$ cat src/rtl/ram_test_pkg.sv
// Phase encoding and address helpers shared by the RAM self-test sequencer
// and the board display logic.
package ram_test_pkg;

    typedef enum logic [3:0] {
        PH_IDLE    = 4'd0,
        PH_FILL    = 4'd1,
        PH_CHECK0  = 4'd2,
        PH_COPY_RD = 4'd3,
        PH_COPY_WR = 4'd4,
        PH_CHECK1  = 4'd5,
        PH_DONE    = 4'd6
    } phase_t;

    // Bank select sits directly above the per-bank word address.
    function automatic int bank_bit_pos(input int addr_w);
        return addr_w;
    endfunction

endpackage

$ cat src/rtl/ram_access_port.sv
// Request/done handshake register towards the SRAM controller: holds re/we,
// address and write data from issue until done, then drops for one cycle.
module ram_access_port #(
    parameter int DATA_W = 16,
    parameter int ADDR_W = 16
) (
    input  logic              clk,
    input  logic              rst,
    input  logic              issue,
    input  logic              we,
    input  logic [ADDR_W:0]   addr,
    input  logic [DATA_W-1:0] wdata,
    input  logic              mem_done,
    output logic              mem_re,
    output logic              mem_we,
    output logic [ADDR_W:0]   mem_addr,
    output logic [DATA_W-1:0] mem_wdata,
    output logic              ready,
    output logic              done
);

    logic pending;

    assign pending = mem_re | mem_we;
    assign ready   = !pending;
    assign done    = pending && mem_done;

    // A new issue is only accepted while idle, so the drop cycle after done
    // is always the idle gap between consecutive requests.
    always_ff @(posedge clk) begin
        if (rst) begin
            mem_re    <= 1'b0;
            mem_we    <= 1'b0;
            mem_addr  <= '0;
            mem_wdata <= '0;
        end else if (pending) begin
            if (mem_done) begin
                mem_re <= 1'b0;
                mem_we <= 1'b0;
            end
        end else if (issue) begin
            mem_re    <= !we;
            mem_we    <= we;
            mem_addr  <= addr;
            mem_wdata <= wdata;
        end
    end

endmodule

$ cat src/rtl/ram_bist_sequencer.sv
// RAM self-test sequencer: fill/check bank 0, optionally copy to bank 1 with
// an offset and check it, then report pass/fail, error count and first error.
module ram_bist_sequencer
    import ram_test_pkg::*;
#(
    parameter int DATA_W      = 16,
    parameter int ADDR_W      = 16,
    parameter int BURST_LEN   = 10,
    parameter int COPY_OFFSET = 1,
    parameter int ERR_W       = 8
) (
    input  logic              clk,
    input  logic              rst,
    input  logic              start,
    input  logic              copy_en,
    input  logic [ADDR_W-1:0] base_addr,
    input  logic [DATA_W-1:0] seed,
    output logic              mem_re,
    output logic              mem_we,
    output logic [ADDR_W:0]   mem_addr,
    output logic [DATA_W-1:0] mem_wdata,
    input  logic [DATA_W-1:0] mem_rdata,
    input  logic              mem_done,
    output logic              busy,
    output logic              pass,
    output logic              fail,
    output logic [ERR_W-1:0]  err_count,
    output logic [ADDR_W:0]   first_err_addr,
    output logic [3:0]        phase,
    output logic [ADDR_W-1:0] index
);

    localparam int                BANK_BIT = bank_bit_pos(ADDR_W);
    localparam logic [ADDR_W-1:0] LAST_IDX = ADDR_W'(BURST_LEN - 1);
    localparam logic [DATA_W-1:0] OFFSET   = DATA_W'(COPY_OFFSET);

    phase_t            state, state_nxt;
    logic [ADDR_W-1:0] idx, base_q, word;
    logic [DATA_W-1:0] seed_q, copy_q, pattern, expect_d, acc_wdata;
    logic [ADDR_W:0]   acc_addr;
    logic              copy_en_q, last, is_check;
    logic              acc_issue, acc_we, acc_ready, acc_done;

    // Word address wraps inside the bank; the bank bit is never carried into.
    assign word     = base_q + idx;
    assign pattern  = seed_q + DATA_W'(idx);
    assign last     = (idx == LAST_IDX);
    assign is_check = (state == PH_CHECK0) || (state == PH_CHECK1);
    assign phase    = state;
    assign index    = idx;

    ram_access_port #(
        .DATA_W(DATA_W),
        .ADDR_W(ADDR_W)
    ) u_port (
        .clk      (clk),
        .rst      (rst),
        .issue    (acc_issue),
        .we       (acc_we),
        .addr     (acc_addr),
        .wdata    (acc_wdata),
        .mem_done (mem_done),
        .mem_re   (mem_re),
        .mem_we   (mem_we),
        .mem_addr (mem_addr),
        .mem_wdata(mem_wdata),
        .ready    (acc_ready),
        .done     (acc_done)
    );

    always_ff @(posedge clk) begin
        if (rst) state <= PH_IDLE;
        else     state <= state_nxt;
    end

    always_comb begin
        state_nxt = state;
        case (state)
            PH_IDLE:    if (start) state_nxt = PH_FILL;
            PH_FILL:    if (acc_done && last) state_nxt = PH_CHECK0;
            PH_CHECK0:  if (acc_done && last) state_nxt = copy_en_q ? PH_COPY_RD : PH_DONE;
            PH_COPY_RD: if (acc_done) state_nxt = PH_COPY_WR;
            PH_COPY_WR: if (acc_done) state_nxt = last ? PH_CHECK1 : PH_COPY_RD;
            PH_CHECK1:  if (acc_done && last) state_nxt = PH_DONE;
            PH_DONE:    state_nxt = PH_IDLE;
            default:    state_nxt = PH_IDLE;
        endcase
    end

    always_comb begin
        acc_issue                = 1'b0;
        acc_we                   = 1'b0;
        acc_addr                 = '0;
        acc_addr[ADDR_W-1:0]     = word;
        acc_wdata                = pattern;
        expect_d                 = pattern;
        case (state)
            PH_FILL: begin
                acc_issue = acc_ready;
                acc_we    = 1'b1;
            end
            PH_CHECK0, PH_COPY_RD: acc_issue = acc_ready;
            PH_COPY_WR: begin
                acc_issue          = acc_ready;
                acc_we             = 1'b1;
                acc_addr[BANK_BIT] = 1'b1;
                acc_wdata          = copy_q;
            end
            PH_CHECK1: begin
                acc_issue          = acc_ready;
                acc_addr[BANK_BIT] = 1'b1;
                expect_d           = pattern - OFFSET;
            end
            default: ;
        endcase
    end

    always_ff @(posedge clk) begin
        if (rst) begin
            idx            <= '0;
            base_q         <= '0;
            seed_q         <= '0;
            copy_en_q      <= 1'b0;
            copy_q         <= '0;
            err_count      <= '0;
            first_err_addr <= '0;
            busy           <= 1'b0;
            pass           <= 1'b0;
            fail           <= 1'b0;
        end else begin
            case (state)
                PH_IDLE: if (start) begin
                    base_q         <= base_addr;
                    seed_q         <= seed;
                    copy_en_q      <= copy_en;
                    idx            <= '0;
                    err_count      <= '0;
                    first_err_addr <= '0;
                    pass           <= 1'b0;
                    fail           <= 1'b0;
                    busy           <= 1'b1;
                end
                PH_DONE: begin
                    busy <= 1'b0;
                    pass <= (err_count == '0);
                    fail <= (err_count != '0);
                end
                default: if (acc_done) begin
                    // COPY_RD keeps the index so the following write hits the same word.
                    if (state == PH_COPY_RD) copy_q <= mem_rdata - OFFSET;
                    else                     idx    <= last ? '0 : idx + 1'b1;
                    if (is_check && mem_rdata != expect_d) begin
                        if (err_count != '1) err_count <= err_count + 1'b1;
                        if (err_count == '0) first_err_addr <= mem_addr;
                    end
                end
            endcase
        end
    end

endmodule

$ cat config.mk
export PLATFORM = sky130hd
export DESIGN_NAME = ram_bist_sequencer
export DESIGN_NICKNAME = d
export VERILOG_FILES = /design/src/rtl/ram_test_pkg.sv /design/src/rtl/ram_access_port.sv /design/src/rtl/ram_bist_sequencer.sv
export SDC_FILE = /design/constraint.sdc
export NUM_CORES = 1
export LEC_CHECK = 0
export ABC_AREA = 1
export BUFFER_PORTS_ARGS = -buffer_cell sky130_fd_sc_hd__buf_2
export CORE_ASPECT_RATIO = 1.25
export CORE_MARGIN = 2
export CORE_UTILIZATION = 36
export CTS_CLUSTER_SIZE = 40
export DETAILED_ROUTE_END_ITERATION = 6
export PLACE_DENSITY = 0.53
export SYNTH_ARGS = -nofsm -noshare
export SYNTH_HDL_FRONTEND = slang
export SYNTH_HIERARCHICAL = 1
export SYNTH_SLANG_ARGS = --single-unit
$ cat constraint.sdc
create_clock -name clk -period 3.6 [get_ports clk]
set_input_delay 0.18 -clock clk [delete_from_list [all_inputs] [get_ports clk]]
set_output_delay 0.18 -clock clk [all_outputs]
set_load 0.005 [all_outputs]
-- Word level (Yosys, flattened, before mapping)
Index checks and enable logic that the tools add are counted.
W data, S select, Z words.
- bits in registers: 132
- input bits: 53
- output and inout port bits: 83
- word-level logic and storage cells: 109
- $add $sub $neg: 6
- equality and inequality tests: 17
- mux-type cells: 39
- bitwise logic cells: 4
- reduce and logical (&&, ||, !) cells: 28
- operator list (operator ; number):
    $mux W16 ; 6
    $mux W17 ; 4
    $pmux W17 S2 ; 1
    $add A16 B16 Y16 ; 2
    $mux W8 ; 4
    $pmux W16 S2 ; 1
    $sub A16 B1 Y16 const B ; 2
    $mux W4 ; 6
    $pmux W4 S6 ; 1
    $add A16 B1 Y16 const B ; 1
    $eq A16 B4 Y1 const B ; 1
    $ne A16 B16 Y1 ; 1
    $pmux W8 S2 ; 1
    $eq A4 B3 Y1 const B ; 3
    $reduce_bool A2 Y1 ; 6
    $mux W1 ; 10
    $ne A2 B2 Y1 const B ; 5
    $reduce_and A5 Y1 ; 2
    $add A8 B1 Y8 const B ; 1
    $eq A4 B2 Y1 const B ; 2
    $logic_not A8 Y1 ; 1
    $ne A8 B8 Y1 const B ; 1
    $reduce_and A2 Y1 ; 4
    $reduce_bool A8 Y1 ; 1
    other kinds (15) ; 27

-- Longest topological paths before layout
- depth after elaboration: 8
- gate-level depth with buffers: 26
- depth with buffers taken out: 25

-- Hierarchy
Netlist, hierarchy kept.
- by module, submodules not included (module ; times used ; cells an instance ; area an instance (µm²) ; sequential area each (µm²)):
    ram_bist_sequencer ; 1 ; 1165 ; 7259.5 ; 1921.8
    ram_access_port ; 1 ; 229 ; 1651.6 ; 700.7

-- Worst setup path before layout
OpenSTA, ideal clock, no wires.
- path kind: register to register
- from: reg idx[0] (netlist: index[0])
- to: reg first_err_addr[0]
- library setup time: 0.117 ns
- arrival time: 2.952 ns
- required time: 3.483 ns
- slack: 0.531 ns
- stages on the path, launching flop included: 25
- buffers on the path: 1
- period minus slack after synthesis: 3.069 ns
- path through: dfxtp_1 ha_1 fa_1 inv_1 ha_1 inv_1 nor2_1 nand3_2 nor2_2 nand2_1 nor2_1 nand2_1 nand2_1 nand2_1 nor2_1 nand2_1 nor2_1 nand3_2 nand2_2 nand2_4 nand3_4 buf_8 nand2_2 nand2_1 nor2_1
- word-level cells in the longest chain between the ends: 7
- ends and longest elaborated chain (element ; line ; RTL):
    from (decl) ; ram_bist_sequencer.sv:38 ; logic [ADDR_W-1:0] idx, base_q, word;
    from (signal assigned) ; ram_bist_sequencer.sv:151 ; else idx <= last ? '0 : idx + 1'b1;
    $add A16 B16 Y16 (*) ; ram_bist_sequencer.sv:46 ; assign pattern = seed_q + DATA_W'(idx);
    $sub A16 B1 Y16 ; ram_bist_sequencer.sv:112 ; expect_d = pattern - OFFSET;
    $mux W16 (*) ; ram_bist_sequencer.sv:97 ; case (state)
    $ne A16 B16 Y1 (*) ; ram_bist_sequencer.sv:152 ; if (is_check && mem_rdata != expect_d) begin
    $logic_and A1 B1 Y1 (*) ; ram_bist_sequencer.sv:152 ;
    $reduce_bool A2 Y1 (no line) (*) ; - ;
    $reduce_and A5 Y1 (no line) (*) ; - ;
    to (signal assigned) ; ram_bist_sequencer.sv:154 ; if (err_count == '0) first_err_addr <= mem_addr;
    to (decl) ; ram_bist_sequencer.sv:28 ; output logic [ADDR_W:0] first_err_addr,
Every way passes the cells marked *; elsewhere a longest branch is shown, timed or not.
A chain may end at the register's enable or synchronous reset.

-- Worst setup path in the final report
- from: reg idx[0] (netlist: index[0])
- to: reg first_err_addr[8]
The elaborated chain is that of the path after synthesis.

==> impl_metrics.py <==
metrics = {
    "status": {
        "status": "finished clean",
    },
    "timing": {
        "rsz0062_at_grt": "false",
        "fmax_ghz": 0.304,
        "relSlewSlack_pct": 34.1,
        "fin_crit_sh_pct": 91.4,
        "period_needed_ns": 3.29,
        "finalHoldViolations": 0,
        "setup_viol": 0,
        "holdWs_ns": 0.0184,
        "finClkSkew_ns": 0.00983,
        "finalMaxSlewViolations": 0,
        "worst_pin_slew_ns": 0.987,
        "tns_ns": 0,
    },
    "yosys": {
        "synth_cell_types": 51,
        "ys_seq_area_share_pct": 29.4,
        "synthSimpleGateAreaFrac_pct": 35.7,
        "synth_adder_area_share_pct": 5.50,
        "synthXorXnorAreaFrac_pct": 2.85,
        "yosys_warnings": 6,
        "avgSynthCellArea_sq_um": 6.39,
        "synth_mux_area_share_pct": 0,
        "synth-main-ff-cell": "dfxtp_1",
        "syn_nets": 1485,
        "synthCells": 1394,
        "synth_top_family_by_area": "simple AND/OR/NAND/NOR gates",
        "async_flop_share_pct": 0,
        "synth_seq_cells": 131,
        "netlist_area_sq_um": 8910,
        "synth_compound_area_share_pct": 13.1,
        "synth_edf_count": 0,
    },
    "placed_design": {
        "place_hpwl_um": 20600,
        "gp_congestion": 0.893,
        "numPortBuffers": 134,
    },
    "global_route": {
        "grtUsageMet2_pct": 36.0,
        "antenna_found_initial": 0,
        "grt_max_degree": 70,
        "grt_usage_pct": 21.0,
        "grt_pass1_vias": 8479,
        "grt_overflow": 0,
        "grt_first_pass_wirelength_um": 43500,
        "grt_use_met3_pct": 3.30,
        "grt_busiest_layer": "met2",
        "use_met1_pct": 26.7,
    },
    "cells_and_area": {
        "multi_input_area_sq_um": 5120,
        "final_nets": 1608,
        "final_util_pct": 42.8,
        "drive_gt1_share_pct": 16.6,
        "fill_cells": 2682,
        "area.sequential_sq_um": 2620,
        "syn_to_final_growth_pct": 17.2,
        "antenna_cells": 0,
    },
    "pwr": {
        "power_per_cell_area_nw_per_um2": 684,
        "intPower_uw": 4000,
        "p_comb_share_pct": 48.0,
        "clkPwrFrac_pct": 24.3,
        "worst_ir_drop_vdd_uv": 390,
        "leakage_uw": 0.00508,
        "p_sw_uw": 3150,
        "seq_power_share_pct": 27.7,
        "switching_share_pct": 44.1,
    },
    "hold_path": {
        "hold_start": "seed[6]",
        "hp-class": "input pin to flop",
        "holdPathStages": 3,
        "min_to": "seed_q[6]",
    },
    "critical_path": {
        "regToRegSetupSlack_ns": 0.31,
        "reg2regPathDepth": 23,
        "startpoint": "index[0]",
        "reg2reg_to": "first_err_addr[8]",
        "worstPathArrival_ns": 3.58,
        "startpoint_type": "flop",
        "rr_startpoint": "index[0]",
        "critPathMaxFanout": 12,
        "worstPathRequired_ns": 3.89,
        "crit_type": "flop to flop",
        "endpoint_kind": "flop",
    },
    "floorplanning": {
        "io_pins": 136,
        "die_h_um": 180,
        "start_util_pct": 36.5,
        "core_sq_um": 24400,
        "dieWidth_um": 145,
        "dieArea_sq_um": 26000,
        "num_rows": 64,
    },
    "routing": {
        "ant_nets": 0,
        "drt_iter0_markers": 538,
        "dr.pass1.iters": 5,
        "wirelength_um": 27400,
        "wl_per_cell_um": 14.8,
        "vias": 9121,
        "routed_via_density": 4.91,
        "drc": 0,
    },
    "clock_tree": {
        "numCtsBuffers": 17,
        "cts_setup_buffers": 0,
        "clkSinkCount": 131,
        "cts.path.max_buffers": 2,
        "path_clk_slew_ns": 0.06,
        "cts_tree": "yes",
        "worst_skew_pair.late_latency_ns": 0.43,
        "htreeDepth": 4,
        "ctsRootBufferMaster": "clkbuf_16",
    },
    "job": {
        "maxCapViolCount": 0,
    },
}
worst max-delay path by stage:
stage / to / slack [ns] / cells past startpoint
2_1_floorplan: first_err_addr[0] / 0.53 / 24
3_3_place_gp: u_port/mem_addr[14] / 0.29 / 20
3_5_place_dp: u_port/mem_addr[14] / 0.26 / 20
4_1_cts: first_err_addr[4] / 0.23 / 23
5_1_grt: first_err_addr[1] / 0.004 / 22
6_report: first_err_addr[8] / 0.31 / 23
through the flow:
stage / instances / total power (uW) / instance area, sq um / setup WS, ns
6_report: 1859 / 7140 / 10400 / 0.311
2_1_floorplan: 1394 / 4710 / 8910 / 0.531
3_3_place_gp: 1822 / 5390 / 9810 / 0.295
3_5_place_dp: 1822 / 5420 / 9810 / 0.260
4_1_cts: 1858 / 7180 / 10400 / 0.233
5_1_grt: 1859 / 7750 / 10400 / 0.00400
power by group through the flow:
stage / Clock [uW] / Combinational [uW] / Sequential (uW)
final: 1740 / 3430 / 1980
after global routing: 1820 / 3910 / 2020
after CTS: 1780 / 3420 / 1980
after detailed placement: 0 / 3410 / 2010
after global placement: 0 / 3390 / 2010
after floorplan: 0 / 2740 / 1970
registers in the layout, summed over array words and instances, names as in the netlist:
signal	count
u_port/mem_addr	17
index	16
pass	1
err_count	8
copy_en_q	1
seed_q	16
first_err_addr	17
u_port/mem_re	1
u_port/mem_we	1
u_port/mem_wdata	16
phase	3
fail	1
base_q	16
busy	1
copy_q	16
layout make-up:
type                    count  area share, %
repair buffers            161           8.64
clock buffers              22           4.45
multi-input cells         990           49.1
clock inverters             9           1.02
well taps                 330           3.95
flip-flops and latches    131           25.1
inverters                 216           7.78
synthesized netlist by cell type (7+ instances only):
library cell  count  area share [%]
nand2_2          28             2.0
ha_1             36             5.1
xnor2_1           9            0.88
nor2_1          122             5.1
nand3_2           8            0.90
nor4_1            9            0.63
o21ai_0          53             3.0
buf_6             7            0.88
clkbuf_1         26             1.1
a31oi_1           9            0.63
nand2_1         345              15
buf_2            10            0.56
xor2_1           20             2.0
nand4_1          34             2.4
a21oi_1         119             6.7
inv_2            11            0.46
dfxtp_1         131              29
nor3_1           12            0.67
nand3_1         135             7.6
inv_1           203             8.6
timing repair:
item,CTS,global route
hold endpoints to repair,5,0
setup endpoints to repair,0,18
gates resized for setup,0,3
hold buffers,5,0
worst max-delay path, stage by stage, from the launching register on:
cell and delay, ns:
dfxtp_1 0.31, ha_1 0.23, fa_1 0.47, inv_1 0.14, ha_1 0.16, inv_1 0.04, nor2_2 0.15, nand3_2 0.13
nor2_2 0.18, nand2_1 0.09, nor2_1 0.09, nand2_1 0.05, nand2_1 0.05, nand2_1 0.04, nor2_1 0.10, nand2_1 0.06
nor2_1 0.11, nand3_2 0.12, nand2_2 0.11, nand2_4 0.13, nand3_2 0.23, nand2_2 0.06, nand2_1 0.06, nor2_1 0.04
per-layer routing:
| metal | vias to the layer above | routed length [um] |
|---|---|---|
| met1 | 4127 | 12500 |
| met2 | 196 | 13300 |
| met4 | 0 | 667 |
| met5 | - | 0 |
| li1 | 4756 | - |
| met3 | 42 | 975 |
logic make-up (layout without fill, tap and decap cells):
group	Yosys count	in the layout
XOR/XNOR	29	29
other	1	1
flip-flops	131	131
buffers and inverters	274	408
adder cells (fa/ha/maj)	38	38
AND/OR/NAND/NOR	710	711
AO/OA/AOI/OAI	211	211
placed cells by master (no fill, tap or decap), types with 6 or more instances in the layout:
cell type and count:
a31oi_1 9, nand2_1 345, nand4_1 34, nand2_2 28
nor2_1 119, o21ai_0 52, nand3_1 135, a21oi_1 119
nor4_1 9, xnor2_1 9, buf_4 20, inv_2 11
ha_1 36, nor2_2 7, xor2_1 20, clkbuf_16 17
dfxtp_1 131, nor3_1 12, inv_1 203, a221oi_1 6
nand3_2 9, buf_2 134
(Power assumes the default switching activity.)
